## src/rtl/pipe_skid_reg_pkg.sv

```systemverilog
`default_nettype none
// ---------------------------------------------------------------------------
// pipe_skid_reg_pkg : F->D payload layout, nop payload, skid stage state enum
// Revision: 1.0
// ---------------------------------------------------------------------------
package pipe_skid_reg_pkg;

  localparam int FD_INSTR_W    = 32;
  localparam int FD_PC_W       = 64;
  localparam int FD_PAYLOAD_W  = 161;
  localparam int FD_INSTR_LSB  = 0;
  localparam int FD_PC_LSB     = 32;
  localparam int FD_PRE_PC_LSB = 96;
  localparam int FD_COMMIT_LSB = 160;

  // Canonical bubble: addi x0,x0,0 at pc 0, never committed
  localparam logic [FD_INSTR_W-1:0] nop_instr  = 32'h0000_0013;
  localparam logic [FD_PC_W-1:0]    nop_pc     = 64'h0;
  localparam logic [FD_PC_W-1:0]    nop_pre_pc = 64'h0;
  localparam logic                  nop_commit = 1'b0;

  function automatic logic [FD_PAYLOAD_W-1:0] fd_pack(
    input logic [FD_INSTR_W-1:0] instr,
    input logic [FD_PC_W-1:0]    pc,
    input logic [FD_PC_W-1:0]    pre_pc,
    input logic                  commit
  );
    logic [FD_PAYLOAD_W-1:0] p;
    p = '0;
    p[FD_INSTR_LSB  +: FD_INSTR_W] = instr;
    p[FD_PC_LSB     +: FD_PC_W]    = pc;
    p[FD_PRE_PC_LSB +: FD_PC_W]    = pre_pc;
    p[FD_COMMIT_LSB]               = commit;
    return p;
  endfunction

  localparam logic [FD_PAYLOAD_W-1:0] nop = fd_pack(nop_instr, nop_pc, nop_pre_pc, nop_commit);

  typedef enum logic [1:0] {
    ST_EMPTY = 2'd0,
    ST_ONE   = 2'd1,
    ST_FULL  = 2'd2
  } skid_state_e;

endpackage
`default_nettype wire

```

## src/rtl/pipe_skid_reg_sat_cnt.sv

```systemverilog
`default_nettype none
// ---------------------------------------------------------------------------
// pipe_sat_cnt : accumulator of 0..3 per cycle that saturates at all-ones
// Revision: 1.0
// ---------------------------------------------------------------------------
module pipe_sat_cnt #(
  parameter int W = 8
) (
  input  logic         clk,
  input  logic         rst,
  input  logic [1:0]   add,
  output logic [W-1:0] cnt
);

  logic [W-1:0] cnt_q, cnt_d;
  logic [W:0]   sum;

  always_comb begin
    sum   = {1'b0, cnt_q} + (W+1)'(add);
    cnt_d = cnt_q;
    if (sum > {1'b0, {W{1'b1}}}) cnt_d = {W{1'b1}};
    else                         cnt_d = sum[W-1:0];
  end

  always_ff @(posedge clk) begin
    if (rst) cnt_q <= '0;
    else     cnt_q <= cnt_d;
  end

  assign cnt = cnt_q;

endmodule
`default_nettype wire

```

## src/rtl/pipe_skid_reg.sv

```systemverilog
`default_nettype none
// ---------------------------------------------------------------------------
// pipe_skid_reg : two-entry skid buffer with registered ready and flush drop count
// Revision: 1.0
// ---------------------------------------------------------------------------
module pipe_skid_reg
  import pipe_skid_reg_pkg::*;
#(
  parameter int               WIDTH     = 161,
  parameter logic [WIDTH-1:0] NOP_VALUE = WIDTH'(nop),
  parameter int               DROP_W    = 8
) (
  input  logic              clk,
  input  logic              rst,
  input  logic              flush_i,
  input  logic              in_valid_i,
  output logic              in_ready_o,
  input  logic [WIDTH-1:0]  in_data_i,
  output logic              out_valid_o,
  input  logic              out_ready_i,
  output logic [WIDTH-1:0]  out_data_o,
  output logic [1:0]        count_o,
  output logic [DROP_W-1:0] drop_cnt_o
);

  skid_state_e      state_q, state_d;
  logic [WIDTH-1:0] main_q, main_d;
  logic [WIDTH-1:0] skid_q, skid_d;
  logic             main_valid, skid_valid;
  logic             in_fire, out_fire;
  logic [1:0]       drop_add;

  assign main_valid = (state_q != ST_EMPTY);
  assign skid_valid = (state_q == ST_FULL);

  // Ready comes straight from state so out_ready_i never reaches upstream
  assign in_ready_o  = ~skid_valid;
  assign out_valid_o = main_valid;
  assign out_data_o  = main_q;
  assign count_o     = {1'b0, main_valid} + {1'b0, skid_valid};

  assign in_fire  = in_valid_i & in_ready_o;
  assign out_fire = out_valid_o & out_ready_i;

  always_comb begin
    state_d = state_q;
    main_d  = main_q;
    skid_d  = skid_q;
    if (flush_i) begin
      state_d = ST_EMPTY;
      main_d  = NOP_VALUE;
      skid_d  = NOP_VALUE;
    end else begin
      case (state_q)
        ST_EMPTY: begin
          if (in_fire) begin
            main_d  = in_data_i;
            state_d = ST_ONE;
          end
        end
        ST_ONE: begin
          if (in_fire && out_fire) begin
            main_d = in_data_i;
          end else if (in_fire) begin
            skid_d  = in_data_i;
            state_d = ST_FULL;
          end else if (out_fire) begin
            main_d  = NOP_VALUE;
            state_d = ST_EMPTY;
          end
        end
        ST_FULL: begin
          if (out_fire) begin
            main_d  = skid_q;
            skid_d  = NOP_VALUE;
            state_d = ST_ONE;
          end
        end
        default: begin
          state_d = ST_EMPTY;
          main_d  = NOP_VALUE;
          skid_d  = NOP_VALUE;
        end
      endcase
    end
  end

  always_ff @(posedge clk) begin
    if (rst) begin
      state_q <= ST_EMPTY;
      main_q  <= NOP_VALUE;
      skid_q  <= NOP_VALUE;
    end else begin
      state_q <= state_d;
      main_q  <= main_d;
      skid_q  <= skid_d;
    end
  end

  // Everything held at flush counts as dropped, even an entry leaving that cycle
  assign drop_add = flush_i ? count_o : 2'd0;

  pipe_sat_cnt #(
    .W (DROP_W)
  ) u_drop_cnt (
    .clk (clk),
    .rst (rst),
    .add (drop_add),
    .cnt (drop_cnt_o)
  );

endmodule
`default_nettype wire

```

## config.mk

```make
export PLATFORM = sky130hd
export DESIGN_NAME = pipe_skid_reg
export DESIGN_NICKNAME = d
export VERILOG_FILES = /design/src/rtl/pipe_skid_reg_pkg.sv /design/src/rtl/pipe_skid_reg_sat_cnt.sv /design/src/rtl/pipe_skid_reg.sv
export SDC_FILE = /design/constraint.sdc
export NUM_CORES = 1
export LEC_CHECK = 0
export ABC_AREA = 1
export BUFFER_PORTS_ARGS = -buffer_cell sky130_fd_sc_hd__buf_2
export CORE_MARGIN = 5
export CORE_UTILIZATION = 40
export CTS_CLUSTER_SIZE = 24
export DETAILED_ROUTE_END_ITERATION = 8
export GPL_TIMING_DRIVEN = 1
export PLACE_DENSITY_LB_ADDON = 0.05
export SLEW_MARGIN = 20
export SYNTH_ARGS = -nofsm -noshare
export SYNTH_HDL_FRONTEND = slang
export SYNTH_SLANG_ARGS = --single-unit
```

## constraint.sdc

```tcl
create_clock -name clk -period 2.6 [get_ports clk]
set_clock_uncertainty 0.05 [all_clocks]
set_input_delay 0.39 -clock clk [delete_from_list [all_inputs] [get_ports clk]]
set_output_delay 0.39 -clock clk [all_outputs]
set_load 0.01 [all_outputs]
```

# --- Yosys cells after proc, flatten, opt, wreduce, memory -nomap -nowiden ---
# Cells that the tools add are included.
classes:
  add_sub_neg: 2
  mul: 0
  n_div: 0
  n_lt_le_gt_ge: 1
  eq_ne: 9
  n_shift: 0
  n_mux: 16
  n_bitwise: 4
  reduce_logical: 7
ops:
  columns: ["operator", "n"]
  rows:
  - ["161-bit two-way mux", 6]
  - ["161-bit case mux with 3 select lines", 2]
  - ["2-bit two-way mux", 6]
  - ["4-bit AND reduction", 3]
  - ["8-bit by 2-bit adder with 9-bit output", 1]
  - ["9-bit by 8-bit > comparator with 1-bit output (second input constant)", 1]
  - ["3-bit inequality test (second input constant)", 3]
  - ["8-bit two-way mux", 1]
  - ["2-bit inequality test (second input constant)", 3]
  - ["2-bit case mux with 3 select lines", 1]
  - ["1-bit by 1-bit adder with 2-bit output", 1]
  - ["1-bit AND", 2]
  - ["2-bit by 1-bit == test with 1-bit output (second input constant)", 1]
  - ["2-bit == test (second input constant)", 1]
  - ["2-bit logical NOT", 1]
  - ["2-bit by 1-bit inequality test with 1-bit output (second input constant)", 1]
  - ["1-bit NOT", 2]
  - ["2-bit nonzero test", 1]
  - ["2-bit OR reduction", 1]
  - ["1-bit logical AND", 1]
word_totals:
  ff_bits: 332
  latchBits: 0
  mem_bits_rw: 0
  romBits: 0
  out_inout_bits: 173
  word_cells: 43
  memories: 0

# --- Depth between registers and ports, before layout ---
logic_depth:
  word_depth: 6
  ltp_mapped: 14

# --- By module ---
# Synthesis repeated with hierarchy kept, for this count alone.
hier_totals:
  cells_unflattened: 2734
  hier_area_um2: 16448.3
modules_own_cells:
  columns: ["module", "n_inst", "cells_per_inst", "area_per_inst_um2", "seq_area_each_um2"]
  rows:
  - ["pipe_skid_reg", 1, 2676, 16009.1, 6486.2]
  - ["pipe_sat_cnt", 1, 58, 439.2, 160.2]

# --- Worst setup path before layout ---
# No wires, ideal clock.
synth_path:
  kind: "reg-to-reg"
  start: "reg state_q[0]"
  end: "reg u_drop_cnt.cnt_q[3], in the netlist u_drop_cnt.cnt[3]"
  setup_time_ns: 0.115
  arrival_ns: 2.496
  slack_ns: -0.061
  path_stages_with_launch: 15
  period_less_slack_ns: 2.661
  cell_sequence: "dfxtp_1 buf_4 nor2_2 clkbuf_1 inv_1 ha_1 nor2_1 ha_1 fa_1 nand2_1 nor2_1 nand3_1 nand2_1 o21ai_0 inv_1"
synth_via:
  elab_chain_len: 6
  elab_cells_between_ends: 7
  cone_classes: "2 x add/sub; 1 x order compare; 1 x eq/ne; 2 x mux; 1 x reduce/logical"
synth_rtl:
  columns: ["item", "line", "source"]
  rows:
  - ["start, declared", "pipe_skid_reg.sv:26", "skid_state_e state_q, state_d;"]
  - ["start signal, assigned", "pipe_skid_reg.sv:94", "state_q <= state_d;"]
  - ["2-bit nonzero test *", "pipe_skid_reg.sv:33", "assign main_valid = (state_q != ST_EMPTY);"]
  - ["named net out_valid_o", "pipe_skid_reg.sv:19", "output logic out_valid_o,"]
  - ["1-bit by 1-bit adder with 2-bit output *", "pipe_skid_reg.sv:40", "assign count_o = {1'b0, main_valid} + {1'b0, skid_valid};"]
  - ["2-bit two-way mux *", "pipe_skid_reg.sv:101", "assign drop_add = flush_i ? count_o : 2'd0;"]
  - ["8-bit by 2-bit adder with 9-bit output *", "pipe_skid_reg_sat_cnt.sv:19", "sum = {1'b0, cnt_q} + (W+1)'(add);"]
  - ["9-bit by 8-bit > comparator with 1-bit output", "pipe_skid_reg_sat_cnt.sv:21", "if (sum > {1'b0, {W{1'b1}}}) cnt_d = {W{1'b1}};"]
  - ["8-bit two-way mux *", "pipe_skid_reg_sat_cnt.sv:21", null]
  - ["end signal, assigned", "pipe_skid_reg_sat_cnt.sv:27", "else cnt_q <= cnt_d;"]
  - ["end, declared", "pipe_skid_reg_sat_cnt.sv:15", "logic [W-1:0] cnt_q, cnt_d;"]
# The timed path passes the listed nets; every way through them passes the cells marked *.
# A chain may end at the register's enable or synchronous reset.

# --- Final worst setup path ---
layout_path:
  start: "reg state_q[1]"
  end: "reg u_drop_cnt.cnt_q[3], in the netlist u_drop_cnt.cnt[3]"
layout_via:
  elab_chain_len: 6
  elab_cells_between_ends: 7
  cone_classes: "2 x add/sub; 1 x order compare; 1 x eq/ne; 2 x mux; 1 x reduce/logical"
layout_rtl:
  columns: ["item", "line"]
  rows:
  - ["2-bit == test or 2-bit nonzero test (tied branches)", "pipe_skid_reg.sv:34, pipe_skid_reg.sv:33"]
  - ["1-bit by 1-bit adder with 2-bit output *", "pipe_skid_reg.sv:40"]
  - ["2-bit two-way mux *", "pipe_skid_reg.sv:101"]
  - ["8-bit by 2-bit adder with 9-bit output *", "pipe_skid_reg_sat_cnt.sv:19"]
  - ["9-bit by 8-bit > comparator with 1-bit output", "pipe_skid_reg_sat_cnt.sv:21"]
  - ["8-bit two-way mux *", "pipe_skid_reg_sat_cnt.sv:21"]
# Mark *: on every way between the ends. The rest lies on a longest branch, timed or not.

==> qor.json <==
{
  "dpl.hpwl": {"value": 32.7, "unit": "mm"},
  "rsz0062_at_grt": {"value": "no"},
  "flow.area_growth_from_synthesis": {"value": 20.6, "unit": "%"},
  "holdPathStages": {"value": 3},
  "placeableCoreArea": {"value": 40000, "unit": "um2"},
  "critPathKind": {"value": "register to register"},
  "vertical_die_dimension": {"value": 212, "unit": "um"},
  "placement.io_buffers": {"value": 338},
  "maxClockFrequency": {"value": 418, "unit": "MHz"},
  "floorplan.die.width": {"value": 212, "unit": "um"},
  "drtAntennaViolNets": {"value": 0},
  "grt_max_degree": {"value": 161},
  "power_leakage": {"value": 10.1, "unit": "nW"},
  "design.die.area": {"value": 44800, "unit": "um2"},
  "cts-buffers-inserted": {"value": 41},
  "post-cts-setup-buffer-count": {"value": 0},
  "synth_cells": {"value": 2689},
  "route.final.wire_length": {"value": 53.0, "unit": "mm"},
  "synth_commonest_cells": {"value": "sky130_fd_sc_hd__nand2_1 (951), sky130_fd_sc_hd__nor2_1 (558), sky130_fd_sc_hd__dfxtp_1 (332)"},
  "syn-mean-instance-area": {"value": 6.04, "unit": "um2"},
  "fin_hold_ws": {"value": 0.0469, "unit": "ns"},
  "syn_nets": {"value": 2859},
  "cts_tree": {"value": "built"},
  "clkSinkCount": {"value": 332},
  "finalCritPeriodShare": {"value": 91.9, "unit": "%"},
  "finalNetCount": {"value": 3098},
  "dr_total_vias": {"value": 16600},
  "gr-total-overflow": {"value": 0},
  "initial_utilization": {"value": 40.6, "unit": "%"},
  "timing.rr.end": {"value": "u_drop_cnt.cnt[3]$_SDFF_PP0_"},
  "r2r.worst_path.cells": {"value": 12},
  "route.detailed.drc": {"value": 0},
  "number_of_max_slew_violations_in_the_final_report": {"value": 0},
  "maxCapViolations": {"value": 0},
  "yosys.cell_count.top_type": {"value": "sky130_fd_sc_hd__nand2_1"},
  "critical_path_required": {"value": 3.00, "unit": "ns"},
  "finalSetupTns": {"value": 0, "unit": "ns"},
  "ys_top_cells_by_area": {"value": "sky130_fd_sc_hd__dfxtp_1 (41%), sky130_fd_sc_hd__nand2_1 (22%), sky130_fd_sc_hd__nor2_1 (13%)"},
  "detail_route.wl_per_cell": {"value": 15.2, "unit": "um"},
  "ctsHoldBuffers": {"value": 0},
  "worst_ep_arrival_time": {"value": 2.79, "unit": "ns"},
  "ys_seq_elements": {"value": 332},
  "fin_crit": {"value": 2.39, "unit": "ns"},
  "hold_crit_endpoint": {"value": "skid_q[54]$_SDFFE_PP0P_"},
  "cts_root_buffer": {"value": "sky130_fd_sc_hd__clkbuf_16"},
  "ffs_w_async_s_r_synth": {"value": 0, "unit": "%"},
  "worst_setup_hold_path_clk_slew": {"value": 0.06, "unit": "ns"},
  "vdd_drop_max": {"value": 0.574, "unit": "mV"},
  "r2r_slack": {"value": 0.21, "unit": "ns"},
  "run_status": {"value": "completed"},
  "layout.core_utilization": {"value": 49.0, "unit": "%"},
  "first_global_vias": {"value": 16000},
  "worstReg2RegStart": {"value": "state_q[1]$_SDFFE_PP0P_"},
  "placement_rows": {"value": 73},
  "cts_repair_resize_count": {"value": 0},
  "setup.worst_path.end_class": {"value": "register"},
  "ys_seq_area_share": {"value": 40.9, "unit": "%"},
  "hold_wc_path_type": {"value": "primary input to register"},
  "initial_antenna_violation_count": {"value": 15},
  "worstPathMaxFanout": {"value": 6},
  "synth_top_cell_by_area": {"value": "sky130_fd_sc_hd__dfxtp_1"},
  "syn_area": {"value": 16300, "unit": "um2"},
  "cts.path.max_buffers": {"value": 3},
  "hold_violations": {"value": 0},
  "yosysTopAreaCellShare": {"value": 40.9, "unit": "%"},
  "drt_iter0_markers": {"value": 1064},
  "max-slew-margin-rel": {"value": 42.4, "unit": "%"},
  "worst_skew_pair.late_latency": {"value": 0.55, "unit": "ns"},
  "total_power": {"value": 12.4, "unit": "mW"},
  "worst_setup_path_start": {"value": "state_q[1]$_SDFFE_PP0P_"},
  "globalRouteTotalUtil": {"value": 22.9, "unit": "%"},
  "synthDistinctLibCells": {"value": 26},
  "start_kind": {"value": "register"},
  "finalSetupViolations": {"value": 0},
  "grt_pass1_wl": {"value": 84.0, "unit": "mm"},
  "drt-pass1-iter-count": {"value": 4},
  "post_route_cells_drive_above_1_share": {"value": 15.3, "unit": "%"},
  "synth_enable_flop_cells": {"value": 0},
  "post_drt_via_cell_ratio": {"value": 4.77},
  "ios": {"value": 339},
  "h-tree-depth": {"value": 2},
  "cellPowerDensity": {"value": 634, "unit": "nW/um2"},
  "hp-start": {"value": "in_data_i[54]"},
  "synthesis.yosys.warnings": {"value": 0},
  "worst_pin_slew": {"value": 0.862, "unit": "ns"},
  "routabilityCongestion": {"value": 0.764},
  "synth_top_flop_cell": {"value": "sky130_fd_sc_hd__dfxtp_1"}
}
## layout make-up
class                      count  area, um2
tap                          525        657
fill                        4243      20400
antenna                        8       20.0
clock inverter                 7       60.1
multi-input combinational   1908       7790
timing repair buffer         374       2170
inverter                     271       1030
clock buffer                  62       1220
sequential                   332       6650
## state kept, by name, summed over array words and instances (netlist names)
| signal | count |
|---|---|
| out_data_o | 161 |
| skid_q | 161 |
| state_q | 2 |
| u_drop_cnt.cnt | 8 |
## cell usage in the layout, fill, tap and decap left out, types with 18 or more instances in the layout
master,netlist,final
sky130_fd_sc_hd__nand3_1,66,65
sky130_fd_sc_hd__a21oi_1,183,183
sky130_fd_sc_hd__nand2_1,951,949
sky130_fd_sc_hd__o21ai_1,78,78
sky130_fd_sc_hd__o21ai_0,53,53
sky130_fd_sc_hd__buf_2,74,338
sky130_fd_sc_hd__nor2_1,558,557
sky130_fd_sc_hd__inv_1,265,264
sky130_fd_sc_hd__clkbuf_16,0,42
sky130_fd_sc_hd__buf_4,21,18
sky130_fd_sc_hd__dfxtp_1,332,331
## routing by layer
layer / track usage, % / vias up / share of wire (%)
met5: 0 / - / 0.21
met4: 5.40 / 16 / 1.8
met3: 5.22 / 76 / 6.4
met2: 38.5 / 387 / 46
met1: 30.2 / 7572 / 46
li1: - / 8577 / -
## stage by stage
step / std cells / instance area (um2) / setup slack [ns]
2_1_floorplan: 2689 / 16300 / 0.0544
3_3_place_gp: 3410 / 18300 / 0.102
3_5_place_dp: 3410 / 18300 / 0.0890
4_1_cts: 3479 / 19600 / 0.0791
5_1_grt: 3484 / 19600 / 0.0338
6_report: 3487 / 19600 / 0.209
## worst max-delay path by stage
stage	end	slack, ns	cells after the start
global placement	u_drop_cnt.cnt[3]$_SDFF_PP0_	0.10	12
CTS	skid_q[71]$_SDFFE_PP0P_	0.08	8
detailed placement	skid_q[71]$_SDFFE_PP0P_	0.09	8
global route	u_drop_cnt.cnt[3]$_SDFF_PP0_	0.03	12
floorplan	u_drop_cnt.cnt[3]$_SDFF_PP0_	0.05	14
finish	u_drop_cnt.cnt[3]$_SDFF_PP0_	0.21	12
## power breakdown
group	internal, mW	switching [mW]	leakage (nW)	total (mW)
registers	5.25	0.0891	2.70	5.34
clock network	3.30	2.19	0.633	5.49
logic	0.541	1.06	6.80	1.60
total	9.09	3.33	10.1	12.4
## logic make-up after synthesis
family	synth area share (%)
and+or+nand+nor	37.4
buffers and inverters	11.5
DFF	40.9
AOI/OAI and AO/OA	9.79
adders and majority gates	0.354
xor gates and xnor gates	0.108
## critical path, cell delays in order (launching register included)
cell,delay [ns]
sky130_fd_sc_hd__dfxtp_4,0.37
sky130_fd_sc_hd__nor2_4,0.13
sky130_fd_sc_hd__inv_1,0.06
sky130_fd_sc_hd__ha_1,0.38
sky130_fd_sc_hd__nor2_1,0.08
sky130_fd_sc_hd__ha_1,0.21
sky130_fd_sc_hd__fa_1,0.44
sky130_fd_sc_hd__nand2_1,0.10
sky130_fd_sc_hd__nor2_1,0.08
sky130_fd_sc_hd__nand3_2,0.13
sky130_fd_sc_hd__nand2_1,0.06
sky130_fd_sc_hd__o21ai_0,0.15
sky130_fd_sc_hd__inv_1,0.05
Power figures use the tool's default switching activity.
